`config.mk`:
```
export PLATFORM = sky130hd
export DESIGN_NAME = mult8_seq_ctrl
export DESIGN_NICKNAME = d
export VERILOG_FILES = /design/src/rtl/mult_pkg.sv /design/src/rtl/mult4_core.sv /design/src/rtl/mult8_seq_ctrl.sv
export SDC_FILE = /design/constraint.sdc
export NUM_CORES = 1
export LEC_CHECK = 0
export ABC_AREA = 1
export CORE_UTILIZATION = 50
export DETAILED_ROUTE_END_ITERATION = 8
export PLACE_DENSITY = 0.84
export SLEW_MARGIN = 0
export SYNTH_ARGS = -nofsm -noshare
export SYNTH_HDL_FRONTEND = slang
export SYNTH_SLANG_ARGS = --single-unit
export TNS_END_PERCENT = 50
```
`constraint.sdc`:
```
create_clock -name clk -period 5.2 [get_ports clk]
set_clock_uncertainty 0.2 [all_clocks]
set_input_delay 0.52 -clock clk [delete_from_list [all_inputs] [get_ports clk]]
set_output_delay 0.52 -clock clk [all_outputs]
set_load 0.02 [all_outputs]
```
`src/rtl/mult_pkg.sv`:
```
// Shared types and constants for the 8x8 sequential multiplier.
// The shift table maps each 4x4 partial product onto the 16-bit result.
package mult_pkg;

  localparam int unsigned OP_W   = 8;
  localparam int unsigned HALF_W = 4;
  localparam int unsigned PROD_W = 16;

  typedef enum logic [1:0] {
    IDLE   = 2'd0,
    MUL    = 2'd1,
    WAITPP = 2'd2,
    DONE   = 2'd3
  } state_e;

  localparam logic [3:0] SHIFT_TBL [4] = '{4'd0, 4'd4, 4'd4, 4'd8};

endpackage

```
`src/rtl/mult4_core.sv`:
```
// Combinational 4x4 unsigned multiplier, 8-bit product.
// Stateless; the controller time-shares it over four steps.
import mult_pkg::*;

module mult4_core (
  input  logic [HALF_W-1:0]   A,
  input  logic [HALF_W-1:0]   B,
  output logic [2*HALF_W-1:0] P
);

  assign P = {{HALF_W{1'b0}}, A} * {{HALF_W{1'b0}}, B};

endmodule

```
`src/rtl/mult8_seq_ctrl.sv`:
```
// 8x8 unsigned multiplier built from one shared 4x4 core.
// Four steps per operation, optional register on the partial product.
import mult_pkg::*;

module mult8_seq_ctrl #(
  parameter int PP_REG = 0
) (
  input  logic              clk,
  input  logic              rst,
  input  logic              in_valid,
  output logic              in_ready,
  input  logic [OP_W-1:0]   A,
  input  logic [OP_W-1:0]   B,
  output logic              out_valid,
  input  logic              out_ready,
  output logic [PROD_W-1:0] P,
  output logic              busy
);

  state_e              state_q, state_d;
  logic [1:0]          cnt_q, cnt_d;
  logic [OP_W-1:0]     a_q, a_d;
  logic [OP_W-1:0]     b_q, b_d;
  logic [PROD_W-1:0]   acc_q, acc_d;

  logic [HALF_W-1:0]   m_a, m_b;
  logic [2*HALF_W-1:0] m_p;
  logic [2*HALF_W-1:0] acc_in;
  logic                acc_step;

  // Operands are forced to zero outside MUL to keep the core quiet.
  always_comb begin
    m_a = '0;
    m_b = '0;
    if (state_q == MUL) begin
      m_a = cnt_q[1] ? a_q[7:4] : a_q[3:0];
      m_b = cnt_q[0] ? b_q[7:4] : b_q[3:0];
    end
  end

  mult4_core u_core (
    .A (m_a),
    .B (m_b),
    .P (m_p)
  );

  if (PP_REG != 0) begin : g_pp
    logic [2*HALF_W-1:0] pp_q;

    always_ff @(posedge clk) begin
      if (rst) begin
        pp_q <= '0;
      end else if (state_q == MUL) begin
        pp_q <= m_p;
      end
    end

    assign acc_in   = pp_q;
    assign acc_step = (state_q == WAITPP);
  end else begin : g_nopp
    assign acc_in   = m_p;
    assign acc_step = (state_q == MUL);
  end

  always_comb begin
    state_d = state_q;
    cnt_d   = cnt_q;
    a_d     = a_q;
    b_d     = b_q;
    acc_d   = acc_q;

    if (acc_step) begin
      acc_d = acc_q + (PROD_W'(acc_in) << SHIFT_TBL[cnt_q]);
      cnt_d = cnt_q + 2'd1;
    end

    unique case (state_q)
      IDLE: begin
        if (in_valid) begin
          a_d     = A;
          b_d     = B;
          acc_d   = '0;
          cnt_d   = '0;
          state_d = MUL;
        end
      end
      MUL: begin
        if (PP_REG != 0) begin
          state_d = WAITPP;
        end else if (cnt_q == 2'd3) begin
          state_d = DONE;
        end
      end
      WAITPP: begin
        state_d = (cnt_q == 2'd3) ? DONE : MUL;
      end
      DONE: begin
        if (out_ready) begin
          state_d = IDLE;
        end
      end
      default: state_d = IDLE;
    endcase
  end

  always_ff @(posedge clk) begin
    if (rst) begin
      state_q <= IDLE;
      cnt_q   <= '0;
      a_q     <= '0;
      b_q     <= '0;
      acc_q   <= '0;
    end else begin
      state_q <= state_d;
      cnt_q   <= cnt_d;
      a_q     <= a_d;
      b_q     <= b_d;
      acc_q   <= acc_d;
    end
  end

  assign in_ready  = (state_q == IDLE);
  assign busy      = (state_q != IDLE);
  assign out_valid = (state_q == DONE);
  assign P         = acc_q;

endmodule

```
==> results of run 1 <==
[timing repair]
action,4_1_cts,5_1_grt
gates resized for setup,0,8
setup endpoints to repair,0,6
setup buffers,0,1
[sequential cells by signal (all words and copies together), names as in the netlist]
register	cells
a_q	8
P	16
cnt_q	2
b_q	8
state_q	2
[synthesized netlist by cell type, drive strengths merged]
| library cell | number | share of area |
|---|---|---|
| xor2 | 4 | 0.012 |
| or2 | 5 | 0.011 |
| xnor2 | 5 | 0.015 |
| nand3 | 20 | 0.038 |
| and2 | 1 | 0.0022 |
| dfxtp | 36 | 0.25 |
| fa | 5 | 0.034 |
| nand3b | 1 | 0.0026 |
| o21bai | 3 | 0.0078 |
| nor2 | 111 | 0.15 |
| o21ai | 32 | 0.055 |
| mux2i | 2 | 0.0069 |
| buf | 3 | 0.0052 |
| a311oi | 1 | 0.0030 |
| inv | 59 | 0.077 |
| ha | 28 | 0.12 |
| nand4 | 5 | 0.011 |
| nand2 | 73 | 0.10 |
| nor3 | 10 | 0.022 |
| clkbuf | 5 | 0.0065 |
| a21o | 2 | 0.0056 |
| o211ai | 4 | 0.012 |
| a31oi | 2 | 0.0043 |
| o21a | 1 | 0.0026 |
| a21oi | 23 | 0.042 |
[kinds of logic after synthesis]
family	after synthesis
AO/OA/AOI/OAI	68
multiplexers	2
adder cells (fa/ha/maj)	33
buffers and inverters	67
XOR/XNOR	9
flip-flops	36
AND/OR/NAND/NOR	226
[worst min-delay path: cells and delay by family (launching register included)]
family | cells | cell delay (ns)
flops | 1 | 0.33
simple gates | 2 | 0.13
[per-stage QoR]
stage / std cells / total power, uW / hold WS [ns]
floorplan: 441 / 408.0 / 0.2495
global placement: 544 / 456.3 / 0.2638
detailed placement: 544 / 459.7 / 0.2750
CTS: 552 / 720.4 / 0.2933
global route: 553 / 754.0 / 0.3090
finish: 553 / 719.0 / 0.2900
[layout make-up]
type                       count  area, sq um  area share
clock buffer                   5        68.82     0.01968
sequential                    36        720.7      0.2061
tap                           72        90.09     0.02576
timing repair buffer          40        395.4      0.1131
inverter                      59        226.5     0.06476
clock inverter                 3        46.29     0.01324
multi-input combinational    338         1949      0.5574
[metal layers]
layer / global-route usage / up-vias / routed length, microns
li1: - / 1497 / -
met1: 0.3167 / 1342 / 3100
met2: 0.3947 / 107 / 3156
met3: 0.05000 / 22 / 478
met4: 0.09074 / 0 / 170
met5: 0 / - / 0
[power groups by stage]
stage	logic (uW)	registers [uW]	clock network, uW
floorplan	90.0	318	0
global placement	144	313	0
detailed placement	146	313	0
CTS	147	307	266
global route	168	309	277
finish	151	307	261
[how the worst max path moves through the flow]
stage / slack [ns] / end / depth (start not counted) / from
global placement: 0.51 / P[15] / 24 / state_q[0]
finish: 0.35 / P[15] / 26 / state_q[0]
detailed placement: 0.26 / P[15] / 26 / state_q[0]
floorplan: 0.72 / P[15] / 26 / state_q[0]
CTS: 0.22 / P[15] / 26 / state_q[0]
global route: 0.05 / P[15] / 24 / state_q[0]
==> impl_metrics.csv, run 1 <==
group,metric,value,unit
outcome,status,"completed",
synth,synthSimpleGateAreaFrac,0.3407,
setup_path,slowest_stage,"fa_1",
setup_path,critPathTopFamily,"adder cells",
cts,hold_buffers,0,
finish,drive_above_1_share,0.09356,
placed_design,io_buffers,38,
power,peakVddDrop,108.7,uV
die,die_h,78.18,microns
placed_design,hpwl,5.400,mm
sta,maxSlewViolCount,0,
grt,overflow,0,
placed_design,place_congestion,1.016,
cts,cts_tree,"done",
sta,layout_setup_ws,0.3486,ns
cts,path_clk_slew,0.08,ns
finish,post-route-util,0.6312,
die,dieArea,0.006111,sq mm
grt,grt_pass1_vias,2729,
finish,n_antenna_cell,0,
sta,worst_pin_slew,0.4889,ns
finish,post-route-cell-area,0.003497,sq mm
cts,cts_buffer_depth,2,
min_path,hold_end,"b_q[2]",
setup_path,required,5.20,ns
route,ant_nets,0,
power,intPower,501.0,uW
sta,fin_crit_sh,0.9330,
cts,cts.root.buffer_cell,"clkbuf_8",
grt,grt_use_total,0.2433,
power,switching_share,0.3032,
power,power.density,205.6,mW/mm^2
min_path,hold_class,"reg -> reg",
die,io-pin-count,39,
synth,seq_area_frac_synth,0.2484,
run,maxCapViolations,0,
sta,maxSlewHeadroom,0.6740,
grt,grt_max_degree,27,
setup_path,worstSetupEndpointType,"register",
sta,fin_setup_tns,0,ns
synth,muxShareOfSynthArea,0.006900,
synth,yosysUniqueCellTypes,39,
power,comb_power_share,0.210,
route,wl_per_cell,12.49,microns
power,switching_power,218.0,uW
placed_design,place_area,0.003346,sq mm
grt,antenna_found_initial,0,
finish,fill_cells,532,
setup_path,cpPeakStageDelay,0.56,ns
synth,synth-compound-area-share,0.1328,
synth,synth-seq-cells,36,
cts,h-tree-depth,2,
setup_path,criticalPathCategory,"reg -> reg",
finish,area_growth,20.53,%
finish,final_nets,533,
synth,synth_xor_area_frac,0.02717,
synth,synth_nets,494,
finish,final_cell_mix,"107 x nor2_1, 66 x nand2_1, 50 x inv_1, 38 x clkdlybuf4s50_1, 36 x dfxtp_1",
setup_path,critPathArrivalTime,4.86,ns
route,drt-initial-drc-count,266,
min_path,hold_depth,2,
synth,synth.avg_cell_area,6.579,sq um
power,leakage,0.001692,uW
power,seqPwrFrac,0.427,
placed_design,preCtsSetupSlack,0.2568,ns
setup_path,r2r_start,"state_q[0]",
die,core_area,0.005540,sq mm
die,rows,27,
finish,final_common_cell,"nor2_1",
sta,rsz0062_at_grt,"no",
setup_path,cp.buffers_inverters,5,
setup_path,critPathLaunchType,"register",
setup_path,r2r_end,"P[15]",
route,num_vias,2968,
setup_path,cp_max_fo,19,
cts,clock_latency,0.30,ns
cts,cts.sinks,36,
power,clockPowerShare,0.363,
sta,max_freq,0.2061,GHz
cts,cts_made_buffers,5,
route,drt_pass1_iterations,5,
sta,min_period,4.851,ns
die,start_util,0.5237,
route,drcViolationCount,0,
sta,setup_viol,0,
synth,yosysWarnings,0,
grt,grt_pass1_wl,11.85,mm
sta,hold_viol_final,0,
setup_path,r2r_cells,26,
setup_path,ff2ff_setup_slack,0.35,ns
synth,syn_area,0.002902,sq mm
die,die_w,78.18,microns
route,drt_wl_total,6.905,mm
synth,synthCells,441,
synth,synth_top_family_by_area,"simple AND/OR/NAND/NOR gates",
route,vias_per_cell,5.367,
min_path,hold_start,"b_q[2]",
synth,synthAdderAreaFrac,0.1552,
(Power assumes the default switching activity.)
==> run 2: changes to the inputs <==
==> constraint.sdc (replaced) <==
create_clock -name clk -period 4.9 [get_ports clk]
set_clock_uncertainty 0.2 [all_clocks]
set_input_delay 0.49 -clock clk [delete_from_list [all_inputs] [get_ports clk]]
set_output_delay 0.49 -clock clk [all_outputs]
set_load 0.02 [all_outputs]
==> impl_metrics.csv, run 2 (same netlist as run 1, synthesis figures left out) <==
group,metric,value,unit
outcome,status,"completed",
setup_path,critPathLaunchType,"register",
die,die_h,78.18,microns
die,die_w,78.18,microns
setup_path,cp_cell_sequence,"nor2_1 -> nor3_2 -> nand2_2 -> fa_1 -> inv_1 -> fa_1 -> ha_2 -> nand2_1 -> nand2_1 -> a31oi_1 -> xnor2_1 -> mux2i_1 -> nor2_1 -> ha_2 -> a21oi_1 -> o21ai_1 -> a21o_2 -> nand2_1 -> a21oi_1 -> nor2_1 -> nand2_1 -> nand2_1 -> inv_1",
setup_path,cp.buffers_inverters,2,
cts,cts_tree,"done",
setup_path,worstSetupEndpointType,"register",
setup_path,crit_path_frequent_cell,"nand2_1",
finish,final_cell_mix,"107 x nor2_1, 65 x nand2_1, 48 x inv_1, 38 x clkdlybuf4s50_1, 34 x dfxtp_1",
finish,post-route-cell-area,0.003531,sq mm
grt,grt_max_degree,27,
cts,h-tree-depth,2,
grt,grt_use_total,0.2391,
setup_path,timing.critical_path.from,"cnt_q[0]",
finish,final_nets,533,
setup_path,r2r_end,"P[8]",
finish,drive_above_1_share,0.1185,
setup_path,r2r_start,"cnt_q[0]",
min_path,hold_end,"b_q[4]",
setup_path,ff2ff_setup_slack,0.33,ns
power,leakage,0.001689,uW
sta,fin_crit_sh,0.9322,
route,wl_per_cell,12.52,microns
finish,largest_reg_flops,16,
setup_path,r2r_cells,23,
run,maxCapViolations,0,
sta,rsz0062_at_grt,"no",
setup_path,slowest_stage,"fa_1",
setup_path,critPathTopFamily,"adder cells",
sta,min_period,4.568,ns
route,drt_pass1_iterations,4,
finish,final_common_cell,"nor2_1",
min_path,hold_class,"reg -> reg",
cts,path_clk_slew,0.08,ns
grt,grt_pass1_wl,11.68,mm
die,dieArea,0.006111,sq mm
die,rows,27,
cts,clock_latency,0.29,ns
grt,antenna_found_initial,0,
finish,area_growth,21.69,%
route,drt_wl_total,6.924,mm
route,ant_nets,0,
cts,cts_made_buffers,5,
die,io-pin-count,39,
sta,max_freq,0.2189,GHz
sta,hold_viol_final,0,
min_path,hold_start,"b_q[4]",
setup_path,cpPeakStageDelay,0.54,ns
setup_path,required,4.90,ns
setup_path,cp_max_fo,7,
placed_design,io_buffers,38,
sta,worst_pin_slew,0.4833,ns
placed_design,place_area,0.003353,sq mm
placed_design,place_congestion,1.020,
setup_path,critPathArrivalTime,4.57,ns
placed_design,hpwl,5.363,mm
sta,maxSlewHeadroom,0.6778,
sta,setup_viol,0,
cts,cts.sinks,36,
die,start_util,0.5237,
grt,overflow,0,
power,peakVddDrop,136.0,uV
cts,cts.root.buffer_cell,"clkbuf_8",
power,power.density,215.8,mW/mm^2
setup_path,criticalPathCategory,"reg -> reg",
cts,hold_buffers,0,
grt,grt_pass1_vias,2645,
min_path,hold_depth,2,
cts,cts_buffer_depth,2,
finish,n_antenna_cell,0,
route,num_vias,2919,
sta,fin_setup_tns,0,ns
die,core_area,0.005540,sq mm
route,vias_per_cell,5.278,
route,drcViolationCount,0,
sta,maxSlewViolCount,0,
route,drt-initial-drc-count,194,
## run 2: layer usage
metal  global-route usage  routed length [microns]  up-vias
met5                    0                        0        -
met4              0.08519                       80        0
met3              0.05233                      490       10
met2               0.3746                     3085       94
met1               0.3219                     3268     1309
li1                     -                        -     1506
## run 2: layout make-up
| cell class | instances | area [sq um] |
|---|---|---|
| Sequential cell | 36 | 723.2 |
| Multi-Input combinational cell | 338 | 1984 |
| Fill cell | 500 | 2009 |
| Clock inverter | 3 | 42.54 |
| Inverter | 59 | 226.5 |
| Clock buffer | 5 | 68.82 |
| Timing Repair Buffer | 40 | 395.4 |
| Tap cell | 72 | 90.09 |
## run 2: how the worst max path moves through the flow
stage | endpoint | cells after the start
5_1_grt | P[15] | 25
4_1_cts | P[15] | 25
2_1_floorplan | P[15] | 26
6_report | P[8] | 23
3_3_place_gp | P[15] | 25
3_5_place_dp | P[15] | 25
## run 2: per-stage QoR
step	util	setup slack (ns)	hold slack, ns	instances	power (uW)
floorplan	-	0.4177	0.2495	441	433.0
global placement	0.6052	0.2657	0.2702	545	485.8
detailed placement	0.6052	0.1156	0.2748	545	488.8
CTS	0.6253	0.1024	0.2939	553	757.9
global route	0.6373	0.007183	0.3069	553	799.9
finish	0.6373	0.3321	0.2910	553	762.1
## run 2: where the power goes
part / total [uW] / switching (uW) / internal (uW)
Sequential: 327 / 15.0 / 312
Clock: 272 / 121 / 151
Combinational: 164 / 94.7 / 68.9
Total: 762 / 231 / 531
## run 2: worst reg2reg max path, delay by kind of cell, from the launching register on
kind / cells / cell delay, ns
compound gates: 5 / 0.66
xor+xnor: 1 / 0.26
fa+ha+maj: 4 / 1.68
buf+inv: 2 / 0.09
flops: 1 / 0.46
mux: 1 / 0.14
simple gates: 10 / 0.96
## run 2: repair_timing
action	CTS	global route
resized for setup	0	19
setup buffers	0	0
setup endpoints to repair	0	10
==> patch 1 (settings of run 2) <==
Take the reset off `a_q` and `b_q` and load them in a clocked block of their own.
--- a/src/rtl/mult8_seq_ctrl.sv
+++ b/src/rtl/mult8_seq_ctrl.sv
@@ -108,14 +108,15 @@
       state_q <= IDLE;
       cnt_q   <= '0;
-      a_q     <= '0;
-      b_q     <= '0;
       acc_q   <= '0;
     end else begin
       state_q <= state_d;
       cnt_q   <= cnt_d;
-      a_q     <= a_d;
-      b_q     <= b_d;
       acc_q   <= acc_d;
     end
+  end
+
+  always_ff @(posedge clk) begin
+    a_q <= a_d;
+    b_q <= b_d;
   end
 
Behaviour: same outputs for any inputs over 4 cycles, from zero or initial values and one cycle with rst high; that may be too few to reach the edited logic, so the function may still have changed.
==> patch 1 against run 2 <==
Sequential cell count stayed put. Wire length is 2.7% lower. Worst setup slack got worse by 0.15 ns. Design area down 0.43%. Total power up 13%. Hold slack improved by 0.051 ns. Area after synthesis down 4.7%. Fmax down 3.1%.
==> patch 1: results (changes against run 2) <==
Parameter                              Value

Drt
  Iter 0 DRT Violations ... 207 (+6.7%)
  Initial DRT Pass Iterations ... 6 (+2)
  Via-to-Cell Ratio ... 5.346 (+1.3%)
  Via count ... 2641 (-9.5%)
  Mean routed wirelength per cell ... 13.63 µm (+8.9%)

Power and ir drop
  VDD IR-drop max ... 0.0001713 V (+26%)
  Leakage ... 0.001647 µW (-2.5%)

Clocking
  Clock-pin slew on the worst setup and hold paths ... 0.08 ns (about the same)
  Number of buffers created by CTS ... 5 (unchanged)
  CTS HTree Levels ... 2 (unchanged)
  Clock network latency to the later pin of the worst-skew pair ... approximately 0.30 ns
  CTS root buf ... clkbuf_8
  Maximum number of buffers from clock root to sink ... 2 (unchanged)

Critical path
  Arrival time reported for the critical path endpoint ... 4.72 ns (+0.15 ns)
  First element of the critical path ... state_q[0]$_SDFFE_PP0P_
  Crit Reg-Reg Startpoint ... state_q[0]$_SDFFE_PP0P_
  Last element of the critical path ... P[13]$_SDFF_PP0_
  Cells on worst reg2reg path ... 26 (+13%)
  Setup slack, reg-to-reg ... 0.19 ns (-0.15 ns)
  Crit-path max cell delay ... 0.55 ns
  Slowest stage cell, crit path ... fa_1
  Top fanout value on the critical path ... 5 (-2)

GRT
  Combined global-route utilization of all metal layers ... 0.2344 (-0.004657)
  Global-route wire length before repair ... 10940 µm (-6.4%)
  Number of global-route vias before repair ... 2491 (-5.8%)
  Antenna violations before repair ... 0 (unchanged)
  Pin count of the biggest net entering global routing ... 30 (+11%)

Synthesis
  Sequential cell area fraction in the yosys report ... 0.3184 (+0.07003)
  Commonest cells in the netlist ... nor2_1, nand2_1, inv_1
  Mapped Avg Cell Area ... 7.280 µm² (+11%)
  Number of distinct library cell variants in the gate-level netlist after synthesis ... 35 (-10%)
  Main flop type after synthesis ... dfxtp_1
  Post-synthesis async set-or-reset flop share ... 0 (unchanged)
  Synthesized net count ... 433 (-12%)
  Warning count from the yosys run ... 0 (unchanged)
  Top post-synthesis cells by area ... edfxtp_1, dfxtp_1, ha_1, nor2_1, nand2_1
  Number of flops mapped to enable cells by yosys ... 16 (+16)

Cells and area
  Max FFs per register ... 16 (unchanged)
  Share of layout cells above drive strength 1 ... 0.1462 (+0.02772)
  Antenna diodes ... 0 (unchanged)
  Net count of the finished layout ... 476 (-11%)
  # fillers ... 423 (-15%)

Min path
  Worst min-delay path class ... flip-flop to flip-flop

Timing
  Actual slew at the worst max-slew pin ... 0.7941 ns (+0.3108 ns)
  Post-route setup TNS ... 0 ns (unchanged)

Placement
  Count of input and output buffers ... 38 (unchanged)
  Post-DP HPWL ... 4897 µm (-8.7%)
  Gpl congestion ... 0.9056 (-11%)

Status
  Run status ... finished clean
[patch 1: cell types whose count changed after synthesis, sizes merged, moves of 3 or more]
cell / change
o21ai: -19
xnor2: -3
dfxtp: -16
nor2: -38
nand3: -4
edfxtp: +16
[patch 1: cells by family (layout without fill, tap and decap cells)]
| family | after synthesis | count (layout) | synth area share |
|---|---|---|---|
| fa+ha+maj | 33 | 33 | 0.1628 |
| simple gates | 183 | 183 | 0.2813 |
| flops | 36 | 36 | 0.3184 |
| mux | 2 | 2 | 0.007237 |
| xor+xnor | 7 | 7 | 0.02216 |
| buf+inv | 67 | 111 | 0.09226 |
| compound gates | 52 | 52 | 0.1158 |
[patch 1: area by class of cell]
class	count	share of cell area
clock buffer	5	0.01957
inverter	60	0.06548
clock inverter	3	0.01317
sequential	36	0.2516
timing repair buffer	42	0.1167
tap	70	0.02491
multi-input combinational	277	0.5071
timing repair inverter	1	0.001423
[patch 1: what timing repair did]
action,4_1_cts,5_1_grt
hold buffers,0,0
endpoints found under the setup margin,1,11
cloned,0,1
resized for setup,1,41
buffers inserted,0,1
pin swaps,0,19
[patch 1: per-layer routing]
metal  vias up  part of all wire  track usage
li1       1315                 -            -
met2        93              0.49       0.4009
met3        13             0.064      0.04072
met1      1220              0.42       0.2924
met4         0             0.019      0.09231
met5         -                 0            0
[patch 1: worst max-delay path, delay by kind of cell (launching register included)]
kind	cells	cell delay (ns)
xor gates and xnor gates	2	0.35
buffers and inverters	6	0.38
adders and majority gates	4	1.73
DFF	1	0.35
muxes	1	0.12
and+or+nand+nor	10	1.06
AOI/OAI and AO/OA	3	0.42
[patch 1: how the worst min path moves through the flow]
stage | from | endpoint | slack [ns] | cells after the start
global route | P[0]$_SDFF_PP0_ | P[0]$_SDFF_PP0_ | 0.37 | 2
global placement | P[4]$_SDFF_PP0_ | P[4]$_SDFF_PP0_ | 0.32 | 2
floorplan | cnt_q[1]$_SDFF_PP0_ | cnt_q[1]$_SDFF_PP0_ | 0.30 | 2
finish | P[4]$_SDFF_PP0_ | P[4]$_SDFF_PP0_ | 0.34 | 2
CTS | P[0]$_SDFF_PP0_ | P[0]$_SDFF_PP0_ | 0.35 | 2
detailed placement | P[4]$_SDFF_PP0_ | P[4]$_SDFF_PP0_ | 0.33 | 2
[patch 1: through the flow]
step	area, µm²	setup WS (ns)
floorplan	2766	0.2448
global placement	3227	0.2164
detailed placement	3227	0.03195
CTS	3347	0.01083
global route	3516	-0.09336
finish	3516	0.1859
[patch 1: report_power, final]
group	internal [µW]	total, µW	switching, µW	leakage (µW)
registers	337	352	15.3	0.000317
clock network	153	276	123	0.0000548
logic	95.2	233	138	0.00128
total	585	861	276	0.00165
==> patch 2 (config.mk and constraints of run 2) <==
Without the edit above. Change the package constant `PROD_W` from 16 to 24.
--- a/src/rtl/mult_pkg.sv
+++ b/src/rtl/mult_pkg.sv
@@ -5,5 +5,5 @@
   localparam int unsigned OP_W   = 8;
   localparam int unsigned HALF_W = 4;
-  localparam int unsigned PROD_W = 16;
+  localparam int unsigned PROD_W = 24;
 
   typedef enum logic [1:0] {
Interface: changed (resized P); port bits go from 39 to 47. No check against the original RTL was run, so the function may have changed too.
==> patch 2 against run 2 <==
Total power grew 17%. Combinational power grew 24%. Wire length grew 59%. Area after synthesis grew 39%. Via count grew 49%. Clock power grew 7%. Worst setup slack lost 0.20 ns. Synthesized cell count grew 55%. Core utilization grew 0.83 points. Critical path depth grew 4. Design area grew 42%. Sequential cell count grew 8. Largest power group unchanged.
==> patch 2: results (changes against run 2) <==
Parameter                              Value

Status
  Run status ... finished clean

Synthesis
  Number of distinct library cell variants in the gate-level netlist after synthesis ... 37 (-5.1%)
  Commonest cells in the netlist ... nand2_1, inv_1, nor2_1
  Sequential cell area fraction in the yosys report ... 0.2185 (-0.02989)
  Synthesized net count ... 741 (+50%)
  Top post-synthesis cells by area ... dfxtp_1, nand2_1, inv_1, ha_1, nor2_1
  Mapped Avg Cell Area ... 5.902 µm² (-10%)

GRT
  Global-route wire length before repair ... 18130 µm (+55%)
  Number of global-route vias before repair ... 4102 (+55%)
  Combined global-route utilization of all metal layers ... 0.2643 (+0.02526)
  Pin count of the biggest net entering global routing ... 47 (+74%)

Min path
  Depth of the worst hold-timing path ... 2 (unchanged)

Drt
  Via count ... 4339 (+49%)
  Iter 0 DRT Violations ... 228 (+18%)
  Via-to-Cell Ratio ... 5.184 (-1.8%)
  Mean routed wirelength per cell ... 13.14 µm (+5.0%)
  Initial DRT Pass Iterations ... 7 (+3)

Placement
  Worst setup timing slack at the placement stage ... -0.05397 ns (-0.1695 ns)
  Count of input and output buffers ... 46 (+21%)
  Total placed cells including tap cells ... 822 (+51%)
  Post-DP HPWL ... 8491 µm (+58%)
  Gpl congestion ... 0.9390 (-8.0%)

Critical path
  Cells on worst reg2reg path ... 27 (+17%)
  Arrival time reported for the critical path endpoint ... 4.78 ns (+0.21 ns)
  Crit-path max cell delay ... 0.56 ns (+0.02 ns)
  Top fanout value on the critical path ... 8 (+1)

Cells and area
  Max FFs per register ... 24 (+8)
  Net count of the finished layout ... 792 (+49%)

Power and ir drop
  Leakage ... 0.002501 µW (+48%)
  VDD IR-drop max ... 0.0001370 V (+0.76%)

Clocking
  Clock-pin slew on the worst setup and hold paths ... 0.10 ns (+0.02 ns)

Timing
  Actual slew at the worst max-slew pin ... 0.8096 ns (+0.3263 ns)
  Period Utilization, post-route ... 0.9734 (+0.04118)
[patch 2: changes by cell type in the layout (fill, tap and decap cells not counted), sizes merged, moves of 8 or more]
cell,run 2,this run
clkdlybuf4s50,38,46
nand2,73,219
a21oi,23,38
buf,2,12
nand3,20,37
o21ai,32,18
dfxtp,36,44
inv,59,117
[patch 2: through the flow]
| stage | hold slack, ns | power (µW) |
|---|---|---|
| after floorplan | 0.2367 | 517.2 |
| after global placement | 0.2517 | 578.2 |
| after detailed placement | 0.2595 | 582.1 |
| after CTS | 0.2741 | 873.4 |
| after global routing | 0.2970 | 932.7 |
| final | 0.2742 | 888.1 |
[patch 2: per-layer routing]
| layer | GRT usage | part of all wire | up-vias |
|---|---|---|---|
| li1 | - | - | 2207 |
| met1 | 0.3274 | 0.44 | 1982 |
| met2 | 0.4818 | 0.50 | 135 |
| met3 | 0.03317 | 0.045 | 15 |
| met4 | 0.06771 | 0.015 | 0 |
| met5 | 0 | 0 | - |
[patch 2: area by class of cell]
class                   instances  area (µm²)
inverters                     119       456.7
flip-flops and latches         44       884.6
repair buffers                 58       554.3
fillers                       710        2753
well taps                     102       127.6
clock buffers                   5       68.82
clock inverters                 3       42.54
multi-input cells             506        2880
[patch 2: kinds of logic (layout without fill, tap and decap cells)]
| family | count (synthesis) | in the layout | share of synthesized area |
|---|---|---|---|
| simple gates | 399 | 399 | 0.4264 |
| buf+inv | 133 | 185 | 0.1313 |
| compound gates | 64 | 64 | 0.08535 |
| flops | 44 | 44 | 0.2185 |
| fa+ha+maj | 38 | 38 | 0.1273 |
| xor+xnor | 4 | 4 | 0.008692 |
| mux | 1 | 1 | 0.002483 |
[patch 2: what timing repair did]
item | 4_1_cts | 5_1_grt
setup buffers | 1 | 6
pin swaps | 1 | 36
endpoints found under the setup margin | 6 | 19
resized for setup | 4 | 73
[patch 2: final timing paths]
path / end / start
setup reg to reg: P[17]$_SDFF_PP0_ / state_q[0]$_SDFFE_PP0P_
hold reg to reg: a_q[1]$_SDFFE_PP0P_ / a_q[1]$_SDFFE_PP0P_
setup / recovery: P[17]$_SDFF_PP0_ / state_q[0]$_SDFFE_PP0P_
hold / removal: a_q[1]$_SDFFE_PP0P_ / a_q[1]$_SDFFE_PP0P_
[patch 2: power by group]
part,total (µW),internal [µW],switching (µW)
Sequential,393,376,16.8
Clock,291,151,140
Combinational,204,83.8,120
